### src/rtl/card_game_ctrl_if.sv
// Card-source handshake between the game controller (master) and the card LUT (slave).
interface card_game_ctrl_if;
    logic       card_req;
    logic       card_vld;
    logic [3:0] card_val;

    modport master (output card_req, input card_vld, input card_val);
    modport slave  (input card_req, output card_vld, output card_val);
endinterface

### src/rtl/card_game_ctrl.sv
// Ten-and-a-half game controller: deal, player/dealer turns, compare, and round/win bookkeeping.
module card_game_ctrl #(
    parameter int unsigned ROUNDS            = 4,
    parameter int unsigned MAX_CARDS         = 5,
    parameter int unsigned LIMIT_HALF        = 21,
    parameter bit          DEALER_AUTO       = 1'b1,
    parameter int unsigned DEALER_STAND_HALF = 15,
    parameter bit          CHARLIE_WIN       = 1'b1
) (
    input  logic                   clk,
    input  logic                   rst_n,
    input  logic                   hit,
    input  logic                   stand,
    card_game_ctrl_if.master       card,
    output logic [4*MAX_CARDS-1:0] player_hand,
    output logic [4*MAX_CARDS-1:0] dealer_hand,
    output logic [5:0]             player_score,
    output logic [5:0]             dealer_score,
    output logic [2:0]             state,
    output logic [3:0]             round_cnt,
    output logic [3:0]             player_wins,
    output logic [3:0]             dealer_wins,
    output logic [2:0]             led
);
    localparam int unsigned   CW         = $clog2(MAX_CARDS + 1);
    localparam logic [CW-1:0] FULL       = CW'(MAX_CARDS);
    localparam logic [7:0]    LIMIT      = 8'(LIMIT_HALF);
    localparam logic [7:0]    D_STAND    = 8'(DEALER_STAND_HALF);
    localparam logic [3:0]    LAST_ROUND = 4'(ROUNDS);

    typedef enum logic [2:0] {
        IDLE    = 3'd0,
        DEAL_P  = 3'd1,
        DEAL_D  = 3'd2,
        PLAYER  = 3'd3,
        DEALER  = 3'd4,
        COMPARE = 3'd5,
        DONE    = 3'd6
    } state_t;

    state_t        state_q, state_d;
    logic [3:0]    p_hand [MAX_CARDS];
    logic [3:0]    d_hand [MAX_CARDS];
    logic [CW-1:0] p_cnt, d_cnt;
    logic [7:0]    p_score, d_score;
    logic          cmp_done;
    logic          val_ok, accept, to_player, player_win;
    logic          req_set, new_round, restart, do_cmp;
    logic          p_bust, d_bust, p_full, d_full, p_eq, d_eq;

    function automatic logic [7:0] card_pts(input logic [3:0] r);
        if (r >= 4'd1 && r <= 4'd10) return {3'b000, r, 1'b0};
        if (r >= 4'd11 && r <= 4'd13) return 8'd1;
        return 8'd0;
    endfunction

    always_comb begin
        p_score     = '0;
        d_score     = '0;
        player_hand = '0;
        dealer_hand = '0;
        for (int unsigned i = 0; i < MAX_CARDS; i++) begin
            p_score              = p_score + card_pts(p_hand[i]);
            d_score              = d_score + card_pts(d_hand[i]);
            player_hand[4*i +: 4] = p_hand[i];
            dealer_hand[4*i +: 4] = d_hand[i];
        end
    end

    assign player_score = p_score[5:0];
    assign dealer_score = d_score[5:0];
    assign state        = state_q;
    assign p_bust       = p_score > LIMIT;
    assign d_bust       = d_score > LIMIT;
    assign p_eq         = p_score == LIMIT;
    assign d_eq         = d_score == LIMIT;
    assign p_full       = p_cnt == FULL;
    assign d_full       = d_cnt == FULL;
    assign val_ok       = card.card_val >= 4'd1 && card.card_val <= 4'd13;
    assign accept       = card.card_req && card.card_vld && val_ok;
    assign to_player    = state_q == DEAL_P || state_q == PLAYER;

    // Round outcome in strict priority order; ties fall through to the dealer.
    always_comb begin
        if (p_bust)                      player_win = 1'b0;
        else if (CHARLIE_WIN && p_full)  player_win = 1'b1;
        else if (d_bust)                 player_win = 1'b1;
        else if (CHARLIE_WIN && d_full)  player_win = 1'b0;
        else                             player_win = p_score > d_score;
    end

    always_ff @(posedge clk or negedge rst_n) begin
        if (!rst_n) state_q <= IDLE;
        else        state_q <= state_d;
    end

    always_comb begin
        state_d   = state_q;
        req_set   = 1'b0;
        new_round = 1'b0;
        restart   = 1'b0;
        do_cmp    = 1'b0;
        case (state_q)
            IDLE: if (hit) begin
                new_round = 1'b1;
                state_d   = DEAL_P;
            end
            DEAL_P: begin
                if (accept)              state_d = DEAL_D;
                else if (!card.card_req) req_set = 1'b1;
            end
            DEAL_D: begin
                if (accept)              state_d = PLAYER;
                else if (!card.card_req) req_set = 1'b1;
            end
            PLAYER: if (!card.card_req) begin
                if (stand || p_eq || p_bust || p_full)
                    state_d = (p_bust || (CHARLIE_WIN && p_full)) ? COMPARE : DEALER;
                else if (hit)
                    req_set = 1'b1;
            end
            DEALER: if (!card.card_req) begin
                if (DEALER_AUTO) begin
                    if (d_score >= D_STAND || d_bust || d_full) state_d = COMPARE;
                    else                                         req_set = 1'b1;
                end else begin
                    if (stand || d_eq || d_bust || d_full) state_d = COMPARE;
                    else if (hit)                          req_set = 1'b1;
                end
            end
            COMPARE: begin
                if (!cmp_done)  do_cmp  = 1'b1;
                else if (stand) state_d = (round_cnt < LAST_ROUND) ? IDLE : DONE;
            end
            DONE: if (hit) begin
                new_round = 1'b1;
                restart   = 1'b1;
                state_d   = DEAL_P;
            end
            default: state_d = IDLE;
        endcase
    end

    always_ff @(posedge clk or negedge rst_n) begin
        if (!rst_n) begin
            card.card_req <= 1'b0;
            p_hand        <= '{default: '0};
            d_hand        <= '{default: '0};
            p_cnt         <= '0;
            d_cnt         <= '0;
            cmp_done      <= 1'b0;
            round_cnt     <= '0;
            player_wins   <= '0;
            dealer_wins   <= '0;
            led           <= '0;
        end else begin
            if (accept)       card.card_req <= 1'b0;
            else if (req_set) card.card_req <= 1'b1;

            if (accept) begin
                if (to_player) begin
                    p_hand[p_cnt] <= card.card_val;
                    p_cnt         <= p_cnt + CW'(1);
                end else begin
                    d_hand[d_cnt] <= card.card_val;
                    d_cnt         <= d_cnt + CW'(1);
                end
            end

            if (new_round) begin
                p_hand   <= '{default: '0};
                d_hand   <= '{default: '0};
                p_cnt    <= '0;
                d_cnt    <= '0;
                cmp_done <= 1'b0;
                led[1:0] <= 2'b00;
                if (restart) begin
                    round_cnt   <= 4'd1;
                    player_wins <= '0;
                    dealer_wins <= '0;
                    led[2]      <= 1'b0;
                end else begin
                    round_cnt <= round_cnt + 4'd1;
                end
            end

            if (do_cmp) begin
                cmp_done <= 1'b1;
                if (player_win) begin
                    led[1:0] <= 2'b01;
                    if (player_wins != 4'hF) player_wins <= player_wins + 4'd1;
                end else begin
                    led[1:0] <= 2'b10;
                    if (dealer_wins != 4'hF) dealer_wins <= dealer_wins + 4'd1;
                end
            end

            if (state_q == COMPARE && state_d == DONE) led <= 3'b100;
        end
    end
endmodule

### src/flat_wrapper.sv
// flat-port wrapper written by rule: the top's interface ports become plain ports
module card_game_ctrl_flat 
#(
    parameter int unsigned ROUNDS            = 4,
    parameter int unsigned MAX_CARDS         = 5,
    parameter int unsigned LIMIT_HALF        = 21,
    parameter bit          DEALER_AUTO       = 1'b1,
    parameter int unsigned DEALER_STAND_HALF = 15,
    parameter bit          CHARLIE_WIN       = 1'b1
)
  (clk, rst_n, hit, stand, player_hand, dealer_hand, player_score, dealer_score, state, round_cnt, player_wins, dealer_wins, led, card_card_req, card_card_vld, card_card_val);
  card_game_ctrl_if card_i ();
  input  logic clk;
  input  logic rst_n;
  input  logic hit;
  input  logic stand;
  output logic [4*MAX_CARDS-1:0] player_hand;
  output logic [4*MAX_CARDS-1:0] dealer_hand;
  output logic [5:0] player_score;
  output logic [5:0] dealer_score;
  output logic [2:0] state;
  output logic [3:0] round_cnt;
  output logic [3:0] player_wins;
  output logic [3:0] dealer_wins;
  output logic [2:0] led;
  output wire logic [$bits(card_i.card_req)-1:0] card_card_req;
  input wire logic [$bits(card_i.card_vld)-1:0] card_card_vld;
  input wire logic [$bits(card_i.card_val)-1:0] card_card_val;
  assign card_card_req = card_i.card_req;
  assign card_i.card_vld = card_card_vld;
  assign card_i.card_val = card_card_val;
  card_game_ctrl #(.ROUNDS(ROUNDS), .MAX_CARDS(MAX_CARDS), .LIMIT_HALF(LIMIT_HALF), .DEALER_AUTO(DEALER_AUTO), .DEALER_STAND_HALF(DEALER_STAND_HALF), .CHARLIE_WIN(CHARLIE_WIN)) u_core (.clk(clk), .rst_n(rst_n), .hit(hit), .stand(stand), .card(card_i), .player_hand(player_hand), .dealer_hand(dealer_hand), .player_score(player_score), .dealer_score(dealer_score), .state(state), .round_cnt(round_cnt), .player_wins(player_wins), .dealer_wins(dealer_wins), .led(led));
endmodule
### config.mk
export PLATFORM = sky130hd
export DESIGN_NAME = card_game_ctrl_flat
export DESIGN_NICKNAME = d
export VERILOG_FILES = /design/src/rtl/card_game_ctrl_if.sv /design/src/rtl/card_game_ctrl.sv /design/src/flat_wrapper.sv
export SDC_FILE = /design/constraint.sdc
export NUM_CORES = 1
export LEC_CHECK = 0
export ABC_AREA = 1
export CAP_MARGIN = 20
export CORE_MARGIN = 2
export CORE_UTILIZATION = 30
export CTS_CLUSTER_DIAMETER = 80
export CTS_CLUSTER_SIZE = 12
export DETAILED_ROUTE_END_ITERATION = 8
export SETUP_SLACK_MARGIN = 0.3
export SLEW_MARGIN = 0
export SYNTH_ARGS = -nofsm -noshare
export SYNTH_HDL_FRONTEND = slang
export SYNTH_SLANG_ARGS = --single-unit
### constraint.sdc
create_clock -name clk -period 6.5 [get_ports clk]
set_input_delay 0.975 -clock clk [delete_from_list [all_inputs] [get_ports clk]]
set_output_delay 0.975 -clock clk [all_outputs]
set_load 0.02 [all_outputs]
==> results_dict.tcl, run 1 <==
set metrics [dict create \
    outcome "finished, final reports clean" \
    gp_congestion 0.811 \
    cp-end-kind "output pin" \
    grt_usage_pct 15.9 \
    ir_drop_mv 0.183 \
    h-tree-depth 3 \
    die_x_um 136 \
    crit_required_ns 5.52 \
    rsz0062_at_grt "no" \
    drive_above_1_share_pct 5.57 \
    post_cts_resize_count 0 \
    maxSlewViolCount 0 \
    syn_inst 702 \
    firstDrtPassIters 5 \
    crit_arrival_ns 4.72 \
    yosysTopAreaCell "dfrtp_1" \
    nets 854 \
    tightestPinTransition_ns 0.940 \
    cts_made_buffers 9 \
    finalClockSkew_ns 0.00609 \
    maxCapViolations 0 \
    synth_edf_count 0 \
    hold_viol_final 0 \
    cp-start-kind "register" \
    setup_ws_ns 0.801 \
    power_frac_clock_pct 14.9 \
    swShare_pct 48.8 \
    synth_area_um2 5240 \
    n_antenna_cell 0 \
    area_growth_syn_to_layout_pct 25.3 \
    ys_seq_area_share_pct 31.5 \
    cp_top_family "adder cells" \
    p_comb_share_pct 62.9 \
    slowest_stage "clkdlybuf4s50_1" \
    fp.dieH_um 136 \
    cts_tree "yes" \
    syn_area_per_cell_um2 7.46 \
    cpPeakStageDelay_ns 0.62 \
    clk_latency_ns 0.33 \
    fin_setup_tns_ns 0 \
    core-area_um2 17200 \
    crit_top_cell "fa_1" \
    drt_iter0_drc 309 \
    io-pin-count 80 \
    fin_crit_sh_pct 87.7 \
    fp-row-count 48 \
    ant_nets 0 \
    finalSetupViolations 0 \
    hold_buffers 0 \
    ys_types 39 \
    layout_min_cycle_time_ns 5.70 \
    worst-path-buf-inv 4 \
    via_count 4739 \
    dp_slack_ns 1.14 \
    io_buffers 79 \
    clkSinkCount 66 \
    power.density_nw_per_um2 464 \
    wl_per_cell_um 13.8 \
    seqPwrFrac_pct 22.2 \
    synth_warnings 0 \
    grt_pass1_wl_um 22900 \
    internal_power_mw 1.56 \
    die-area_um2 18500 \
    synth_top_flop_cell "dfrtp_1" \
    slew_headroom_pct 37.1 \
    antenna_found_initial 0 \
    via_per_inst 4.67 \
    cts_root_buf "clkbuf_16" \
    clock.fmax_mhz 175 \
    final.fill_count 1825 \
    p_leak_nw 3.24 \
    dpl.hpwl_um 10800 \
    first_global_vias 4603 \
    synth_area_leaders "dfrtp_1 (32%), inv_1 (11%), fa_1 (11%), nand2_1 (11%), ha_1 (7.4%)" \
    cts_setup_buffers 0 \
    synth_nets 770 \
    crit_fanout 5 \
    synth_seq_cells 66 \
    rrSetupSlack_ns 1.41 \
    netlist.area_leader.share_pct 31.5 \
    clockBufferDepth 2 \
    drt-total-wl_um 14000 \
    initial_core_util_pct 30.5 \
    drc_errors 0 \
    ys_async_sr_fraction_pct 100 \
    grt-ovfl-total 0 \
    power.switching_mw 1.49 \
    clkTransAtPathRegs_ns 0.06 \
    critPathKind "reg2out" \
    grt_max_degree 67 \
    hold_path_class "reg2reg" \
    critical_path.cell_chain "a21oi_1 -> nor2_1 -> a31oi_1 -> nand2_1 -> fa_1 -> fa_1 -> inv_1 -> fa_1 -> ha_1 -> inv_1 -> fa_1 -> nand3b_1 -> nand3b_1 -> nand2_1 -> inv_1 -> clkdlybuf4s50_1" \
]
## cells by family after synthesis
group,Yosys count,share of synthesized area (%)
fa+ha+maj,59,18.1
buf+inv,169,12.2
compound gates,114,12.3
xor+xnor,5,0.979
flops,66,31.5
simple gates,289,24.8
## flip-flops by register name (all words and copies together) (netlist names), 3 cells and up
name / cells
u_core.state: 3
u_core.dealer_wins: 4
u_core.led: 3
u_core.d_cnt: 3
u_core.p_cnt: 3
u_core.player_hand: 20
u_core.dealer_hand: 20
u_core.player_wins: 4
u_core.round_cnt: 4
## tightest hold or removal path, delay by kind of cell, from the launching register on
family / cells / cell delay (ns)
flip-flops: 1 / 0.34
AND/OR/NAND/NOR: 2 / 0.11
## cell usage in the layout (no fill, tap or decap), drive strengths merged, types with 13 or more instances in the layout
cell type,count
clkdlybuf4s50,78
a21oi,25
o22ai,35
o21ai,40
nand3,32
ha,31
inv,160
nor3,13
nor2,64
dfrtp,66
fa,28
nand4,19
nand2,153
## worst paths after layout
check / cells after the start / from / end
min in group asynchronous: 2 / rst_n / u_core.dealer_hand[13]
max reg2reg: 28 / u_core.player_hand[16] / u_core.player_wins[3]
max: 16 / u_core.player_hand[16] / player_score[5]
min: 2 / u_core.led[2] / u_core.led[2]
max in group asynchronous: 2 / rst_n / u_core.p_cnt[0]
min reg2reg: 2 / u_core.led[2] / u_core.led[2]
## synthesized netlist by cell type, types with 5 or more instances
library cell,count
dfrtp_1,66
nor2_4,5
nor2_1,54
nand3_1,32
inv_1,152
nand4_1,18
ha_1,31
nand2_1,148
o21ai_0,31
nor3_1,11
o22ai_1,35
nand2_2,5
nor2_2,5
inv_2,8
fa_1,28
a21oi_1,25
o21ai_1,9
## power by group through the flow
stage	Clock [mW]	Sequential, mW	Combinational (mW)
3_5_place_dp	0	0.684	1.91
6_report	0.453	0.676	1.92
5_1_grt	0.482	0.696	2.15
2_1_floorplan	0	0.778	1.20
3_3_place_gp	0	0.682	1.90
4_1_cts	0.463	0.678	1.92
## stage by stage
stage	std cells	total power [mW]	hold slack [ns]	utilization [%]	instance area [µm²]
CTS	1014	3.06	0.487	38.1	6550
floorplan	702	1.98	0.530	-	5240
global placement	999	2.58	0.472	36.5	6280
global route	1015	3.33	0.539	38.2	6560
detailed placement	999	2.59	0.470	36.5	6280
finish	1015	3.05	0.486	38.2	6560
## area by class of cell
cell class	instances	area, µm²	share of cell area [%]
Timing Repair Buffer	81	808	12.3
Multi-Input combinational cell	467	2950	44.9
Sequential cell	66	1650	25.2
Clock buffer	12	256	3.91
Inverter	161	604	9.21
Clock inverter	3	15.0	0.229
Tap cell	225	282	4.29
## routing by layer
metal / track usage [%] / vias to the layer above / part of all wire, %
met4: 5.44 / 0 / 1.3
met1: 21.2 / 2203 / 47
met2: 25.4 / 107 / 46
li1: - / 2421 / -
met3: 3.50 / 8 / 5.7
met5: 0 / - / 0
Power figures use the tool's default switching activity.
==> run 2: changes to the inputs <==
--- a/config.mk
+++ b/config.mk
@@ -7,3 +7,2 @@
 export LEC_CHECK = 0
-export ABC_AREA = 1
 export CAP_MARGIN = 20
--- a/constraint.sdc
+++ b/constraint.sdc
@@ -3,2 +3,2 @@
 set_output_delay 0.975 -clock clk [all_outputs]
-set_load 0.02 [all_outputs]
+set_load 0.01 [all_outputs]
==> run 2 against run 1 <==
  * Die area increased by 2.5%
  * Clock skew decreased by 0.00050 ns
  * Worst setup slack got worse by 0.033 ns
  * Design area grew 2.8%
  * Utilization grew 0.52 points
  * Clock-buffer cell count fell by 3
  * Global-route usage down 0.33 points
  * Critical path depth up 5
  * Critical path type is now reg2reg
  * Critical endpoint is now u_core.dealer_wins[1]
  * Largest cell class unchanged
  * Largest power group unchanged
==> results_dict.tcl, run 2 <==
set metrics [dict create \
    outcome "finished, final reports clean" \
    critical_path.cell_chain "o21ai_0 -> and2_1 -> fa_1 -> fa_1 -> inv_1 -> fa_1 -> inv_1 -> ha_1 -> a21o_1 -> a21o_1 -> nand2_1 -> nand2b_1 -> a21oi_1 -> xor2_1 -> ha_1 -> a21o_1 -> a2111oi_2 -> a211o_1 -> o2111ai_4 -> a211oi_4 -> mux2i_1" \
    rsz0062_at_grt "no" \
    die-area_um2 19000 \
    antenna_found_initial 0 \
    initial_core_util_pct 30.8 \
    syn_area_per_cell_um2 8.97 \
    tightestPinTransition_ns 0.868 \
    layout_min_cycle_time_ns 5.73 \
    grt_max_degree 67 \
    hold_path_class "reg2reg" \
    gp_congestion 0.874 \
    ys_seq_area_share_pct 30.7 \
    synth_warnings 0 \
    clkSinkCount 66 \
    area_growth_syn_to_layout_pct 25.6 \
    nets 746 \
    finalSetupViolations 0 \
    drc_errors 0 \
    cpPeakStageDelay_ns 0.59 \
    hold_buffers 0 \
    power.density_nw_per_um2 607 \
    cts_root_buf "clkbuf_16" \
    synth_common_cells "nand2_1 (68), dfrtp_1 (66), inv_1 (58)" \
    dpl.hpwl_um 10500 \
    critPathKind "reg2reg" \
    drt-total-wl_um 13900 \
    crit_required_ns 6.75 \
    cp-end-kind "register" \
    fp.dieH_um 138 \
    cp-start-kind "register" \
    slowest_stage "fa_1" \
    core-area_um2 17400 \
    netlist.area_leader.share_pct 30.7 \
    hold_viol_final 0 \
    clock.fmax_mhz 174 \
    fin_crit_sh_pct 88.2 \
    first_global_vias 4305 \
    design_area_um2 6750 \
    drive_above_1_share_pct 7.03 \
    wl_met3_um 821 \
    clockBufferDepth 2 \
    placed_cell_area_um2 6400 \
    io-pin-count 80 \
    synth.most_common_cell "nand2_1" \
    crit_arrival_ns 5.98 \
    ant_nets 0 \
    h-tree-depth 3 \
    yosysTopAreaCell "dfrtp_1" \
    syn_inst 599 \
    fin_setup_tns_ns 0 \
    rrSetupSlack_ns 0.77 \
    grt_pass1_wl_um 22800 \
    ys_types 65 \
    slew_headroom_pct 42.1 \
    synth_area_leaders "dfrtp_1 (31%), fa_1 (10%), ha_1 (7.2%), mux2i_1 (5.6%), nand2_1 (4.8%)" \
    crit_fanout 9 \
    ir_drop_mv 0.341 \
    dr.max_layer_used "met4" \
    synth_edf_count 0 \
    grt_usage_pct 15.5 \
    synth_top_flop_cell "dfrtp_1" \
    synth_seq_cells 66 \
    drt_iter0_drc 196 \
    via_per_inst 4.90 \
    ys_async_sr_fraction_pct 100 \
    maxCapViolations 0 \
    met2_length_um 6290 \
    synth_area_um2 5370 \
    layout.cells.most_common_list "clkdlybuf4s50_1 (78), nand2_1 (68), dfrtp_1 (65)" \
    fp-row-count 48 \
    finalClockSkew_ns 0.00559 \
    grt-ovfl-total 0 \
    clkTransAtPathRegs_ns 0.06 \
    cts_tree "yes" \
    p_leak_nw 2.95 \
    synth_nets 667 \
    io_buffers 79 \
    layout_commonest_cell "clkdlybuf4s50_1" \
    firstDrtPassIters 4 \
    die_x_um 138 \
    drt-met1-wl_um 6540 \
    maxSlewViolCount 0 \
    clk_latency_ns 0.33 \
    via_count 4449 \
    cts_made_buffers 9 \
    wl_per_cell_um 15.3 \
    n_antenna_cell 0 \
]
## run 2: cell families after synthesis
family | after synthesis | synth area share [%]
compound gates | 126 | 15.4
xor+xnor | 11 | 1.79
fa+ha+maj | 59 | 17.7
buf+inv | 75 | 5.45
flops | 66 | 30.7
mux | 30 | 5.59
simple gates | 232 | 23.3
## run 2: where the power goes
part / total, mW / internal, mW / leakage [nW] / switching [mW]
registers: 0.825 / 0.560 / 0.865 / 0.264
clock network: 0.539 / 0.339 / 0.160 / 0.200
logic: 2.73 / 1.30 / 1.92 / 1.43
total: 4.09 / 2.20 / 2.95 / 1.89
## run 2: routing by layer
layer / GRT usage, % / vias up
met2: 23.9 / 93
met1: 21.4 / 2121
li1: - / 2220
met3: 4.16 / 15
met5: 0 / -
met4: 4.65 / 0
## run 2: final timing paths
| kind | start | endpoint | cells after the start |
|---|---|---|---|
| worst max-delay path | u_core.dealer_hand[14] | u_core.dealer_wins[1] | 21 |
| worst min-delay path | u_core.led[2] | u_core.led[2] | 1 |
| min in group asynchronous | rst_n | u_core.dealer_hand[16] | 2 |
| worst max register to register | u_core.dealer_hand[14] | u_core.dealer_wins[1] | 21 |
| worst min register to register | u_core.led[2] | u_core.led[2] | 1 |
| max in group asynchronous | rst_n | u_core.dealer_hand[17] | 2 |
## run 2: cell type report
class,count,area [µm²]
Timing Repair Buffer,84,823
Fill cell,1800,10700
Inverter,59,221
Tap cell,225,282
Clock inverter,7,100
Clock buffer,9,225
Multi-Input combinational cell,458,3440
Sequential cell,66,1650
## run 2: what timing repair did
| action | in CTS | in global routing |
|---|---|---|
| setup endpoints to repair | 0 | 2 |
| setup buffers | 0 | 1 |
| resized for setup | 0 | 4 |
## run 2: through the flow
| step | util (%) | setup slack (ns) | instances | hold WS, ns | power, mW |
|---|---|---|---|---|---|
| after global placement | 36.7 | 0.871 | 891 | 0.467 | 3.46 |
| after global routing | 38.7 | 0.324 | 908 | 0.524 | 4.51 |
| final | 38.7 | 0.768 | 908 | 0.479 | 4.09 |
| after detailed placement | 36.7 | 0.748 | 891 | 0.471 | 3.46 |
| after CTS | 38.6 | 0.676 | 907 | 0.486 | 4.03 |
| after floorplan | - | 1.10 | 599 | 0.506 | 2.51 |
## run 2: worst max-delay path, delay by kind of cell, from the launching register on
family | cells | cell delay, ns
AO/OA/AOI/OAI | 9 | 2.18
XOR/XNOR | 1 | 0.17
adder cells (fa/ha/maj) | 5 | 2.18
buffers and inverters | 2 | 0.11
flip-flops | 1 | 0.44
multiplexers | 1 | 0.22
AND/OR/NAND/NOR | 3 | 0.35
==> RTL change 1 (config.mk and constraints of run 2) <==
`MAX_CARDS` is set to 5 in 2 places; all go to 10.
--- a/src/rtl/card_game_ctrl.sv
+++ b/src/rtl/card_game_ctrl.sv
@@ -3,3 +3,3 @@
     parameter int unsigned ROUNDS            = 4,
-    parameter int unsigned MAX_CARDS         = 5,
+    parameter int unsigned MAX_CARDS         = 10,
     parameter int unsigned LIMIT_HALF        = 21,
--- a/src/flat_wrapper.sv
+++ b/src/flat_wrapper.sv
@@ -4,3 +4,3 @@
     parameter int unsigned ROUNDS            = 4,
-    parameter int unsigned MAX_CARDS         = 5,
+    parameter int unsigned MAX_CARDS         = 10,
     parameter int unsigned LIMIT_HALF        = 21,
Ports: changed (resized dealer_hand and player_hand); port bits go from 80 to 120. The function was not compared with the original's and may differ.
==> RTL change 1 against run 2 <==
Area after synthesis grew 66%; worst setup slack lost 0.59 ns; global-route usage grew 1.1 points; cell area grew 76%; count of clock-buffer cells in the layout is the same; via count grew 72%; critical path type unchanged; total power grew 1.7%; sequential cell count grew 42; cell count grew 75%; routed wire length grew 86%; first-iteration DRC count grew 130%; critical path depth grew 4.
==> RTL change 1: results (changes against run 2) <==
dr.pass1.iters: 5  # +1
dp.cells: 1510  # +69%
placed_area_sq_um: 10800  # +69%
fin_skew_ns: 0.0157  # +0.0101 ns
nets: 1319  # +77%
min_delay_path_depth: 1  # unchanged
gr-usage-met3_pct: 2.91  # -1.3 points
preCtsSetupSlack_ns: -0.00950  # -0.758 ns
path_max_fanout: 7  # -2
grt_max_degree: 66  # -1.5%
p_sw_share_pct: 42.9  # -3.3 points
wl_met2_um: 12800  # +100%
gp_congestion: 0.842  # -3.7%
seq_area_frac_synth_pct: 30.3  # -0.44 points
worstReg2RegEnd: "u_core.player_wins[1]"
outcome: "finished clean"
synth_fa_ha_area_share_pct: 22.9  # +5.3 points
ys_top_cells_by_count: "nand2_1 (172), inv_1 (111), dfrtp_1 (108)"
synthXorXnorAreaFrac_pct: 1.28  # -0.52 points
cp_data_arrival_time_ns: 6.61  # +0.63 ns
htree_levels: 3  # unchanged
rr_worst_depth: 25  # +19%
route.met3.wl_um: 1090  # +32%
via_per_inst: 4.83  # -1.5%
synth-compound-area-share_pct: 12.2  # -3.2 points
final_layout_size_suffix_gt1_share_pct: 17.8  # +11 points
grt.total_usage_pct: 16.6  # +1.1 points
clkTransAtPathRegs_ns: 0.09  # +0.03 ns
met1_usage_pct: 22.0  # +0.50 points
fill_cells: 2979  # +66%
grt_use_met2_pct: 28.3  # +4.4 points
syn_inst: 1002  # +67%
num_antenna_cells: 0  # unchanged
vias: 7657  # +72%
hold_path.startpoint: "u_core.led[2]"
timing.hold.ws_ns: 0.495  # +0.0163 ns
p_leak_nw: 5.33  # +81%
relSlewSlack_pct: 40.0  # -2.1 points
dr.first_iter.drc_count: 448  # +130%
wl_met1_um: 11500  # +76%
fin_crit_sh_pct: 97.2  # +9.0 points
post_drt_wl_per_cell_um: 16.3  # +6.5%
clock_latency_ns: 0.37  # +0.04 ns
muxShareOfSynthArea_pct: 5.50  # -0.090 points
portBuffers: 119  # +51%
hpwl_um: 18500  # +76%
vdd_ir_drop_max_uv: 478  # +40%
top_layer: "met4"
synth_cell_types: 61  # -6.2%
synthTopCellsByArea: "dfrtp_1 (30%), fa_1 (17%), nand2_1 (7.2%), ha_1 (6.3%), mux2i_1 (5.5%)"
synth_async_sr_flop_share_pct: 100  # unchanged
whs_endpoint: "u_core.led[2]"
hold_viol: 0  # unchanged
timing.rr.start: "u_core.dealer_hand[6]"
synth_fp_nets: 1130  # +69%
grt_pass1_wl_um: 40600  # +78%
ys_warn_count: 0  # unchanged
grt_pass1_vias: 7446  # +73%
rrSetupSlack_ns: 0.18  # -0.59 ns
[RTL change 1: changes by cell type after synthesis, moves of 6 or more]
cell | run 2 | this run
inv_1 | 58 | 111
dfrtp_1 | 66 | 108
ha_1 | 31 | 45
and2_1 | 18 | 33
o21ai_0 | 46 | 78
nand2_1 | 68 | 172
clkbuf_1 | 9 | 35
mux2i_1 | 30 | 49
a21oi_1 | 28 | 34
nand3_1 | 24 | 61
nand2b_1 | 6 | 15
and3b_1 | 2 | 12
fa_1 | 28 | 74
[RTL change 1: area by class of cell]
class	count	area, sq um	area share, %
clock buffers	9	225	1.90
repair buffers	215	1920	16.2
inverters	111	417	3.51
flip-flops and latches	108	2740	23.1
clock inverters	7	120	1.01
well taps	390	488	4.11
multi-input cells	746	5960	50.2
[RTL change 1: power by group through the flow]
stage               sequential (mW)  clock [mW]  combinational [mW]
floorplan                     0.987           0                1.26
detailed placement             1.00           0                2.04
global route                   1.03       0.689                2.75
finish                         1.00       0.647                2.51
CTS                           0.991       0.668                2.33
global placement               1.00           0                2.02
[RTL change 1: critical path, cell delays in order, from the launching register on]
cell and delay (ns):
dfrtp_2 0.46, o21ai_2 0.13, nand2_1 0.09, fa_1 0.54, inv_1 0.06, fa_1 0.46
fa_1 0.56, inv_2 0.04, fa_1 0.51, inv_2 0.04, fa_2 0.49, fa_2 0.38
a21o_1 0.21, a21oi_4 0.15, o21bai_1 0.09, a21oi_1 0.19, xnor2_1 0.10, ha_1 0.33
nand3_2 0.10, nor3_2 0.20, a211oi_2 0.05, a221o_1 0.35, buf_6 0.13, o211ai_4 0.25
a31o_4 0.15, mux2i_1 0.18
[RTL change 1: what timing repair did]
action,in CTS,in global routing
endpoints found under the setup margin,15,15
gates cloned,0,0
setup buffers,35,25
hold endpoints to repair,0,0
pin swaps,40,52
resized for setup,34,64
==> RTL change 2 (settings of run 2) <==
Made on the original files. Add an input register stage for `hit` and `stand`, with the module's reset; this delays them by one clock. The other inputs are not delayed to match.
--- a/src/rtl/card_game_ctrl.sv
+++ b/src/rtl/card_game_ctrl.sv
@@ -40,2 +40,15 @@
 
+    logic hit_q;
+    logic stand_q;
+
+    always_ff @(posedge clk or negedge rst_n) begin
+        if (!rst_n) begin
+            hit_q   <= '0;
+            stand_q <= '0;
+        end else begin
+            hit_q   <= hit;
+            stand_q <= stand;
+        end
+    end
+
     state_t        state_q, state_d;
@@ -103,3 +116,3 @@
         case (state_q)
-            IDLE: if (hit) begin
+            IDLE: if (hit_q) begin
                 new_round = 1'b1;
@@ -116,5 +129,5 @@
             PLAYER: if (!card.card_req) begin
-                if (stand || p_eq || p_bust || p_full)
+                if (stand_q || p_eq || p_bust || p_full)
                     state_d = (p_bust || (CHARLIE_WIN && p_full)) ? COMPARE : DEALER;
-                else if (hit)
+                else if (hit_q)
                     req_set = 1'b1;
@@ -126,4 +139,4 @@
                 end else begin
-                    if (stand || d_eq || d_bust || d_full) state_d = COMPARE;
-                    else if (hit)                          req_set = 1'b1;
+                    if (stand_q || d_eq || d_bust || d_full) state_d = COMPARE;
+                    else if (hit_q)                          req_set = 1'b1;
                 end
@@ -132,5 +145,5 @@
                 if (!cmp_done)  do_cmp  = 1'b1;
-                else if (stand) state_d = (round_cnt < LAST_ROUND) ? IDLE : DONE;
-            end
-            DONE: if (hit) begin
+                else if (stand_q) state_d = (round_cnt < LAST_ROUND) ? IDLE : DONE;
+            end
+            DONE: if (hit_q) begin
                 new_round = 1'b1;
Check against the original RTL: not equivalent (Yosys sat finds a counterexample within 4 cycles, from zero or initial values and one cycle with rst_n low).
==> RTL change 2 against run 2 <==
Cell area is 1.4% lower; critical path type is now flip-flop to output pin; routed wire length increased by 0.50%; clock skew grew 0.0014 ns; area after synthesis fell by 0.14%; sequential cell count is 2 higher; highest routed layer unchanged; worst hold slack gained 0.011 ns; total power shrank 7.0%; first-iteration DRC count rose by 1.5%; worst setup slack better by 0.061 ns.
==> RTL change 2: results (changes against run 2) <==
hpwl_um: 10500  # -0.22%
tightest_slew_ns: 0.915  # +0.0465 ns
wl_met2_um: 6370  # +1.3%
outcome: "finished clean"
route.met3.wl_um: 571  # -30%
dr.first_iter.drc_count: 199  # +1.5%
worstReg2RegEnd: "u_core.dealer_wins[3]"
stdcell_count: 906  # -0.22%
fmax_mhz: 176  # +1.1%
cp_data_arrival_time_ns: 4.70  # -1.28 ns
dp.cells: 890  # -0.11%
crit_path_start: "u_core.dealer_hand[14]"
synth_fp_nets: 671  # +0.60%
nets: 744  # -0.27%
gr-usage-met3_pct: 2.76  # -1.4 points
met1_usage_pct: 22.2  # +0.78 points
hold_path.startpoint: "u_core.led[2]"
synth_cell_types: 61  # -6.2%
dr.pass1.iters: 4  # unchanged
clkTransAtPathRegs_ns: 0.06  # about the same
vdd_ir_drop_max_uv: 344  # +0.96%
cts_setup_buffers: 0  # unchanged
yosysTopAreaCellShare_pct: 31.7  # +0.98 points
timing.rr.start: "u_core.dealer_hand[17]"
final_layout_size_suffix_gt1_share_pct: 5.58  # -1.4 points
seq_area_frac_synth_pct: 31.7  # +0.98 points
grt_max_degree: 69  # +3.0%
grt_pass1_wl_um: 22900  # +0.45%
endpoint: "dealer_score[4]"
preCtsSetupSlack_ns: 1.05  # +0.303 ns
p_leak_nw: 2.89  # -1.9%
min_delay_path_depth: 1  # unchanged
power.switching_mw: 1.85  # -2.0%
wl_met1_um: 6790  # +3.9%
ys_top_cells_by_count: "nand2_1 (75), dfrtp_1 (68), inv_1 (57)"
grt_pass1_vias: 4320  # +0.35%
path_max_fanout: 7  # -2
cts_resized: 0  # unchanged
htree_levels: 3  # unchanged
fin_skew_ns: 0.00698  # +0.00140 ns
gp_congestion: 0.783  # -10%
portBuffers: 79  # unchanged
grt.total_usage_pct: 15.7  # +0.17 points
post_drt_wl_per_cell_um: 15.4  # +0.73%
grt_use_met2_pct: 24.5  # +0.61 points
vias: 4450  # +0.022%
synth.avg_cell_area_sq_um: 8.90  # -0.80%
rrSetupSlack_ns: 1.04  # +0.27 ns
rr_worst_depth: 20  # -4.8%
synthTopCellsByArea: "dfrtp_1 (32%), fa_1 (10%), ha_1 (7.2%), nand2_1 (5.2%), mux2i_1 (4.9%)"
==> RTL change 2: power by group through the flow <==
stage / Clock (mW) / Sequential [mW] / Combinational [mW]
3_5_place_dp: 0 / 0.797 / 2.54
5_1_grt: 0.491 / 0.829 / 2.88
3_3_place_gp: 0 / 0.796 / 2.55
6_report: 0.466 / 0.793 / 2.54
4_1_cts: 0.473 / 0.791 / 2.57
2_1_floorplan: 0 / 0.769 / 1.66
==> RTL change 2: cells by family (layout without fill, tap and decap cells) <==
group	Yosys count	in the layout	synth area share, %
flip-flops	68	68	31.7
AND/OR/NAND/NOR	239	239	23.6
buffers and inverters	76	154	5.43
adder cells (fa/ha/maj)	59	59	17.7
XOR/XNOR	13	13	2.12
multiplexers	27	27	5.06
AO/OA/AOI/OAI	121	121	14.4
==> RTL change 2: area by class of cell <==
type	count	area (sq um)
multi-input combinational	459	3380
clock buffer	10	239
clock inverter	6	38.8
inverter	57	214
timing repair buffer	81	801
fill	1768	10800
tap	225	282
sequential	68	1700
==> RTL change 2: per-stage QoR <==
stage	area (sq um)	power [mW]	hold slack, ns	utilization (%)
2_1_floorplan	5370	2.43	0.498	-
3_3_place_gp	6370	3.34	0.463	36.6
3_5_place_dp	6370	3.34	0.485	36.6
4_1_cts	6650	3.83	0.498	38.2
5_1_grt	6650	4.20	0.515	38.2
6_report	6650	3.80	0.490	38.2
==> RTL change 2: worst max-delay path, stage by stage (launching register included) <==
cell             delay, ns
dfrtp_1               0.43
o21ai_0               0.16
and2_1                0.17
fa_1                  0.46
fa_1                  0.55
inv_1                 0.06
fa_1                  0.58
inv_1                 0.06
ha_1                  0.28
a21o_1                0.19
a21o_1                0.19
xnor2_1               0.54
inv_1                 0.15
clkdlybuf4s50_1       0.51
